<file path="src/rtl/core_pipe_wb_q.sv">
// Queued writeback stage: holds in-flight instructions, pairs LSU entries with
// in-order dmem responses, retires one per cycle in order and raises precise traps.
module core_pipe_wb_q #(
    parameter int XLEN     = 64,
    parameter int DEPTH    = 4,
    parameter int CAUSE_W  = 6,
    parameter int LD_FAULT = 5,
    parameter int ST_FAULT = 7
) (
    input  logic               g_clk,
    input  logic               g_resetn,
    input  logic               s3_valid,
    output logic               s3_ready,
    input  logic [XLEN-1:0]    s3_pc,
    input  logic [31:0]        s3_instr,
    input  logic [4:0]         s3_rd,
    input  logic [XLEN-1:0]    s3_wdata,
    input  logic               s3_wen,
    input  logic [6:0]         s3_lsu_op,
    input  logic               s3_trap,
    input  logic [CAUSE_W-1:0] s3_cause,
    input  logic               dmem_rsp,
    input  logic               dmem_err,
    input  logic [XLEN-1:0]    dmem_rdata,
    input  logic [XLEN-1:0]    mtvec_base,
    output logic               rd_wen,
    output logic [4:0]         rd_addr,
    output logic [XLEN-1:0]    rd_wdata,
    output logic               instr_ret,
    output logic [XLEN-1:0]    trs_pc,
    output logic [31:0]        trs_instr,
    output logic               cf_valid,
    input  logic               cf_ack,
    output logic [XLEN-1:0]    cf_target,
    output logic               trap_cpu,
    output logic [CAUSE_W-1:0] trap_cause,
    output logic [XLEN-1:0]    trap_pc,
    output logic [XLEN-1:0]    trap_mtval
);
    localparam int PW = $clog2(DEPTH);
    localparam int CW = PW + 1;
    localparam int AW = $clog2(XLEN / 8);

    typedef enum logic [1:0] {ST_RUN, ST_TRAP, ST_DRAIN} state_t;

    // op = {sext,double,word,half,byte,store,load}
    typedef struct packed {
        logic [XLEN-1:0]    pc;
        logic [31:0]        instr;
        logic [4:0]         rd;
        logic [XLEN-1:0]    wdata;
        logic               wen;
        logic [6:0]         op;
        logic               trap;
        logic [CAUSE_W-1:0] cause;
        logic               done;
        logic               err;
        logic [XLEN-1:0]    rdata;
    } entry_t;

    // A trapping instruction never reached memory, so it owes no response.
    function automatic logic is_lsu(input entry_t e);
        return (e.op[0] | e.op[1]) & ~e.trap;
    endfunction

    entry_t             r_q [DEPTH];
    logic [PW-1:0]      r_head, r_tail;
    logic [CW-1:0]      r_count, r_owed;
    state_t             r_state;
    logic               r_ret, r_rd_wen, r_cf_valid;
    logic [4:0]         r_rd_addr;
    logic [XLEN-1:0]    r_rd_wdata, r_trs_pc, r_trap_pc, r_trap_mtval;
    logic [31:0]        r_trs_instr;
    logic [CAUSE_W-1:0] r_trap_cause;

    entry_t             w_hd;
    logic               w_hd_ready, w_fault, w_ret, w_take_trap, w_ack;
    logic               w_enq, w_enq_lsu, w_rsp, w_rp_found;
    logic [PW-1:0]      w_rp;
    logic [CW-1:0]      w_owed_nxt;
    logic [XLEN-1:0]    w_shift, w_ld;

    assign w_hd        = r_q[r_head];
    assign w_hd_ready  = (r_count != '0) && (!is_lsu(w_hd) || w_hd.done);
    assign w_fault     = w_hd.trap || w_hd.err;
    assign w_ret       = (r_state == ST_RUN) && w_hd_ready && !w_fault;
    assign w_take_trap = (r_state == ST_RUN) && w_hd_ready && w_fault;
    assign w_ack       = r_cf_valid && cf_ack;
    assign w_enq       = s3_valid && s3_ready;
    assign w_enq_lsu   = w_enq && (s3_lsu_op[0] || s3_lsu_op[1]) && !s3_trap;
    assign w_rsp       = dmem_rsp && (r_owed != '0);
    assign w_owed_nxt  = r_owed + CW'(w_enq_lsu) - CW'(w_rsp);

    // Responses arrive in order, so the oldest queued LSU entry still waiting owns the next one.
    always_comb begin
        w_rp       = r_head;
        w_rp_found = 1'b0;
        for (int i = 0; i < DEPTH; i++) begin
            if (!w_rp_found && (CW'(i) < r_count) && is_lsu(r_q[r_head + PW'(i)])
                && !r_q[r_head + PW'(i)].done) begin
                w_rp       = r_head + PW'(i);
                w_rp_found = 1'b1;
            end
        end
    end

    always_comb begin
        w_shift = w_hd.rdata >> {w_hd.wdata[AW-1:0], 3'b000};
        if (w_hd.op[2])
            w_ld = w_hd.op[6] ? XLEN'($signed(w_shift[7:0])) : XLEN'(w_shift[7:0]);
        else if (w_hd.op[3])
            w_ld = w_hd.op[6] ? XLEN'($signed(w_shift[15:0])) : XLEN'(w_shift[15:0]);
        else if (w_hd.op[4])
            w_ld = w_hd.op[6] ? XLEN'($signed(w_shift[31:0])) : XLEN'(w_shift[31:0]);
        else
            w_ld = w_shift;
    end

    always_ff @(posedge g_clk or negedge g_resetn) begin
        if (!g_resetn) begin
            for (int i = 0; i < DEPTH; i++) r_q[i] <= '0;
            r_head       <= '0;
            r_tail       <= '0;
            r_count      <= '0;
            r_owed       <= '0;
            r_state      <= ST_RUN;
            r_ret        <= 1'b0;
            r_rd_wen     <= 1'b0;
            r_rd_addr    <= '0;
            r_rd_wdata   <= '0;
            r_trs_pc     <= '0;
            r_trs_instr  <= '0;
            r_cf_valid   <= 1'b0;
            r_trap_cause <= '0;
            r_trap_pc    <= '0;
            r_trap_mtval <= '0;
        end else begin
            r_ret    <= 1'b0;
            r_rd_wen <= 1'b0;
            r_owed   <= w_owed_nxt;
            r_count  <= r_count + CW'(w_enq) - CW'(w_ret);
            r_head   <= r_head + PW'(w_ret);
            if (w_rsp && w_rp_found) begin
                r_q[w_rp].done  <= 1'b1;
                r_q[w_rp].err   <= dmem_err;
                r_q[w_rp].rdata <= dmem_rdata;
            end
            if (w_enq) begin
                r_q[r_tail] <= '{pc: s3_pc, instr: s3_instr, rd: s3_rd, wdata: s3_wdata,
                                 wen: s3_wen, op: s3_lsu_op, trap: s3_trap, cause: s3_cause,
                                 done: 1'b0, err: 1'b0, rdata: '0};
                r_tail      <= r_tail + 1'b1;
            end
            case (r_state)
                ST_RUN: begin
                    if (w_ret) begin
                        r_ret       <= 1'b1;
                        r_trs_pc    <= w_hd.pc;
                        r_trs_instr <= w_hd.instr;
                        r_rd_wen    <= (w_hd.wen || w_hd.op[0]) && (w_hd.rd != 5'd0);
                        r_rd_addr   <= w_hd.rd;
                        r_rd_wdata  <= w_hd.op[0] ? w_ld : w_hd.wdata;
                    end else if (w_take_trap) begin
                        r_state      <= ST_TRAP;
                        r_cf_valid   <= 1'b1;
                        r_trs_pc     <= w_hd.pc;
                        r_trs_instr  <= w_hd.instr;
                        r_trap_pc    <= w_hd.pc;
                        r_trap_cause <= w_hd.trap ? w_hd.cause :
                                        (w_hd.op[0] ? CAUSE_W'(LD_FAULT) : CAUSE_W'(ST_FAULT));
                        r_trap_mtval <= w_hd.err ? w_hd.wdata : '0;
                    end
                end
                ST_TRAP: begin
                    // The trapping head and everything younger are dropped on acceptance.
                    if (cf_ack) begin
                        r_cf_valid <= 1'b0;
                        r_head     <= r_tail;
                        r_count    <= '0;
                        r_state    <= (w_owed_nxt != '0) ? ST_DRAIN : ST_RUN;
                    end
                end
                ST_DRAIN: begin
                    if (w_owed_nxt == '0) r_state <= ST_RUN;
                end
                default: r_state <= ST_RUN;
            endcase
        end
    end

    assign s3_ready   = (r_count < CW'(DEPTH)) && (r_state == ST_RUN);
    assign instr_ret  = r_ret || w_ack;
    assign trap_cpu   = w_ack;
    assign rd_wen     = r_rd_wen;
    assign rd_addr    = r_rd_addr;
    assign rd_wdata   = r_rd_wdata;
    assign trs_pc     = r_trs_pc;
    assign trs_instr  = r_trs_instr;
    assign cf_valid   = r_cf_valid;
    assign cf_target  = mtvec_base;
    assign trap_cause = r_trap_cause;
    assign trap_pc    = r_trap_pc;
    assign trap_mtval = r_trap_mtval;

    assert property (@(posedge g_clk) disable iff (!g_resetn) dmem_rsp |-> (r_owed != '0));
    assert property (@(posedge g_clk) disable iff (!g_resetn) !(w_enq_lsu && !w_rsp && (&r_owed)));
endmodule
</file>
<file path="config.mk">
export PLATFORM = sky130hd
export DESIGN_NAME = core_pipe_wb_q
export DESIGN_NICKNAME = d
export VERILOG_FILES = /design/src/rtl/core_pipe_wb_q.sv
export SDC_FILE = /design/constraint.sdc
export NUM_CORES = 2
export LEC_CHECK = 0
export BUFFER_PORTS_ARGS = -buffer_cell sky130_fd_sc_hd__buf_2
export CAP_MARGIN = 20
export CORE_ASPECT_RATIO = 0.75
export CORE_MARGIN = 2
export CORE_UTILIZATION = 40
export CTS_CLUSTER_DIAMETER = 120
export DETAILED_ROUTE_END_ITERATION = 6
export GPL_TIMING_DRIVEN = 0
export SLEW_MARGIN = 20
export SYNTH_ARGS = -nofsm -noshare
export SYNTH_HDL_FRONTEND = slang
export SYNTH_SLANG_ARGS = --single-unit
</file>
<file path="constraint.sdc">
create_clock -name g_clk -period 3.5 [get_ports g_clk]
set_clock_uncertainty 0.1 [all_clocks]
set_input_delay 0.35 -clock g_clk [delete_from_list [all_inputs] [get_ports g_clk]]
set_output_delay 0.35 -clock g_clk [all_outputs]
set_load 0.03 [all_outputs]
</file>
==> impl_metrics.csv <==
group,metric,value,unit
route,post-route-drc-count,0,
layout,final_cells,7570,
route,num_vias,41900,
timing,worst_slew_pin_slew,1.13,ns
yosys,syn_area,0.0589,mm^2
layout,drive_gt1_share,40.0,%
yosys,synth_ff_type,"dfrtp_1",
route,drt_iter0_markers,3791,
clocking,cts_max_level,4,
layout,regArea,0.0324,mm^2
timing,finalCritPeriodShare,100,%
clocking,clk_latency,0.79,ns
clocking,cts_made_buffers,138,
timing,finalMaxSlewViolations,0,
clocking,cts_tree,"built",
global_routing,grt_pass1_wl,302,mm
timing,timing.final.ws_setup,-0.00167,ns
placed_design,place_area,0.0651,mm^2
run_status,status,"finished, violations left",
route,ant_nets,0,
layout,stdcell_area,0.0728,mm^2
route,wl_met1,94.7,mm
placed_design,port_buffers,616,
hold_path,worstHoldPathType,"in2async",
placed_design,hpwl,157,mm
floorplanning,die_y,336,um
yosys,synth.distinct_cells,54,
yosys,ys_seq_elements,1294,
global_routing,grt_start_max_net_pins,134,
power_and_ir_drop,leakagePower,33.4,nW
global_routing,antenna_found_initial,44,
timing,hold_viol,0,
route,wl_met3,16.0,mm
worst_setup_path,worstSetupPathType,"reg2reg",
global_routing,overflow,0,
worst_setup_path,critPathArrivalTime,4.06,ns
floorplanning,dieWidth,447,um
worst_setup_path,required,4.06,ns
power_and_ir_drop,p_per_area,1130,mW/mm^2
yosys,syn_nets,4763,
yosys,seq_area_frac_synth,55.0,%
clocking,clock_sinks,1294,
floorplanning,start_util,40.4,%
clocking,root_buffer,"clkbuf_16",
clocking,cts.clk_slew.worst_paths,0.06,ns
placed_design,gp_congestion,0.981,
timing,slew_headroom,24.9,%
layout,final_nets,5810,
timing,max_clock_freq,286,MHz
power_and_ir_drop,peakVddDrop,0.608,mV
route,wire_per_inst,28.1,um
timing,period_needed,3.50,ns
run_status,violations,"setup timing",
yosys,synth-warning-count,0,
timing,whs,0.146,ns
yosys,synth-edff-count,0,
global_routing,grt_use_total,28.0,%
route,firstDrtPassIters,6,
timing,setup_viol,1,
floorplanning,io_pins,682,
global_routing,first_global_vias,42200,
route,routed_wl,213,mm
run,drv_cap,0,
route,post_drt_via_cell_ratio,5.54,
yosys,syn_inst,4436,
floorplanning,core_region_area,0.146,mm^2
clocking,clock_path_buffers,3,
layout,nFillCells,12900,
floorplanning,die-area,0.150,mm^2
yosys,synthArstFlopShare,100,%
placed_design,dpl.cell_count,7041,
yosys,synth.avg_cell_area,13.3,um^2
route,dr.max_layer_used,"met5",
worst_setup_path,critPathMaxFanout,10,
timing,grt_setup_unrepaired,"true",
timing,tns,-0.00167,ns
route,dr_wl_met2,95.0,mm
worst_setup_path,critical_path.endpoint_type,"flop",
worst_setup_path,startpoint_type,"flop",
floorplanning,rows,121,
layout,multiInputGateArea,0.0246,mm^2
layout,area_growth,23.5,%
==> cells in the mapped netlist, types with 2 or more instances <==
cell,instances,share of area (%)
dfrtp_1,1294,55
mux2_2,839,16
nand2_1,808,5.1
mux2i_1,301,5.1
mux4_2,250,9.6
clkbuf_1,222,1.4
o21ai_0,137,1.2
buf_4,84,1.1
a21oi_1,76,0.65
a22o_1,64,0.95
or3_1,57,0.61
nor2_1,55,0.35
buf_2,42,0.36
inv_1,22,0.14
buf_1,21,0.13
buf_6,18,0.34
nor3b_1,14,0.18
o22ai_1,14,0.15
and2_1,13,0.14
nand3b_1,12,0.15
ha_1,11,0.23
nor3_1,10,0.085
nor2b_1,9,0.096
o211ai_1,6,0.076
a31oi_1,4,0.042
a32o_1,4,0.068
nor3_2,4,0.068
o21a_1,4,0.051
xnor2_1,4,0.059
nand2b_1,3,0.032
xor2_1,3,0.045
a21o_1,2,0.025
buf_8,2,0.051
fa_1,2,0.068
nor4bb_1,2,0.034
o21ai_1,2,0.017
o22a_1,2,0.030
o31a_1,2,0.030
or2_2,2,0.021
==> flip-flops by register name, indices dropped and copies added (netlist names), 3 cells and up <==
| name | count |
|---|---|
| r_count | 3 |
| trap_mtval | 64 |
| rd_wdata | 64 |
| r_owed | 3 |
| trap_pc | 64 |
| rd_addr | 5 |
| trs_instr | 32 |
| r_q | 980 |
| trs_pc | 64 |
| trap_cause | 6 |
==> layer usage <==
metal	vias up	global-route usage, %
li1	17900	-
met1	22100	40.8
met2	1605	42.0
met3	331	5.76
met4	18	9.11
met5	-	0
==> cell families (layout without fill, tap and decap cells) <==
logic type      count (synthesis)  count (layout)  synth area share, %
mux                          1391            1391                 30.7
flops                        1294            1294                 55.0
buf+inv                       413            1557                 3.53
fa+ha+maj                      13              13                0.302
compound gates                326             326                 3.40
other cells                     0              22                    0
simple gates                  992             992                 6.94
xor+xnor                        7               7                0.104
==> worst max-delay path: stages (launching register included) <==
cell	delay (ns)
dfrtp_1	0.38
buf_6	0.15
buf_12	0.14
buf_12	0.18
buf_6	0.23
buf_12	0.18
buf_12	0.14
mux4_2	0.57
mux2_2	0.32
o21ai_1	0.39
nand2_1	0.11
o21ai_0	0.15
a221oi_1	0.13
a21o_1	0.20
==> worst paths after layout <==
kind / from / to / slack, ns / cells after the start
hold reg to reg: trap_pc[31] / trap_pc[31] / 0.37 / 2
hold / removal: g_resetn / trap_mtval[35] / 0.15 / 3
max in group asynchronous: g_resetn / trap_pc[60] / 1.38 / 5
min in group g_clk: s3_instr[14] / r_q[902] / 0.28 / 3
setup / recovery: r_head[0] / rd_wdata[1] / -0.002 / 13
setup reg to reg: r_head[0] / rd_wdata[1] / -0.002 / 13
==> final cells by class <==
| class | instances | share of cell area, % |
|---|---|---|
| flip-flops and latches | 1294 | 44.5 |
| repair buffers | 910 | 8.77 |
| well taps | 1968 | 3.38 |
| plain buffers | 386 | 3.19 |
| inverters | 24 | 0.138 |
| clock buffers | 196 | 5.58 |
| multi-input cells | 2729 | 33.8 |
| diodes | 22 | 0.0757 |
| clock inverters | 41 | 0.518 |
==> per-stage QoR <==
step           total power [W]  setup WS (ns)  utilization [%]
3_5_place_dp            0.0658          -1.47             44.7
5_1_grt                 0.0863        -0.0274             49.9
4_1_cts                 0.0815        0.00500             49.7
3_3_place_gp            0.0649         -27.36             44.2
6_report                0.0823       -0.00167             50.0
2_1_floorplan           0.0513          0.155                -
==> cell usage in the layout, fill, tap and decap left out, types with 14 or more instances in the layout <==
cell	instances
dlygate4sd3_1	247
clkbuf_2	68
nor2_1	51
a21oi_1	75
inv_1	22
clkbuf_16	144
clkinv_2	27
nand2_1	808
buf_16	18
mux4_2	250
buf_6	29
o22ai_1	14
dfrtp_1	1293
o21ai_0	133
or3_1	57
mux2_2	839
clkbuf_1	174
diode_2	22
a22o_1	64
mux2i_1	294
buf_4	115
clkbuf_8	30
buf_2	637
==> what timing repair did <==
action	in CTS	in global routing
resized for setup	111	58
setup endpoints to repair	596	168
hold endpoints to repair	1474	1
pin swaps	1	2
buffers inserted	7	16
hold buffers	247	1
==> power breakdown <==
group | switching (W) | total, W | internal [W] | leakage [nW]
combinational | 0.0243 | 0.0417 | 0.0174 | 15.1
clock | 0.00632 | 0.0147 | 0.00837 | 2.20
sequential | 0.00385 | 0.0259 | 0.0221 | 16.0
total | 0.0344 | 0.0823 | 0.0479 | 33.4
Power figures use the tool's default switching activity.
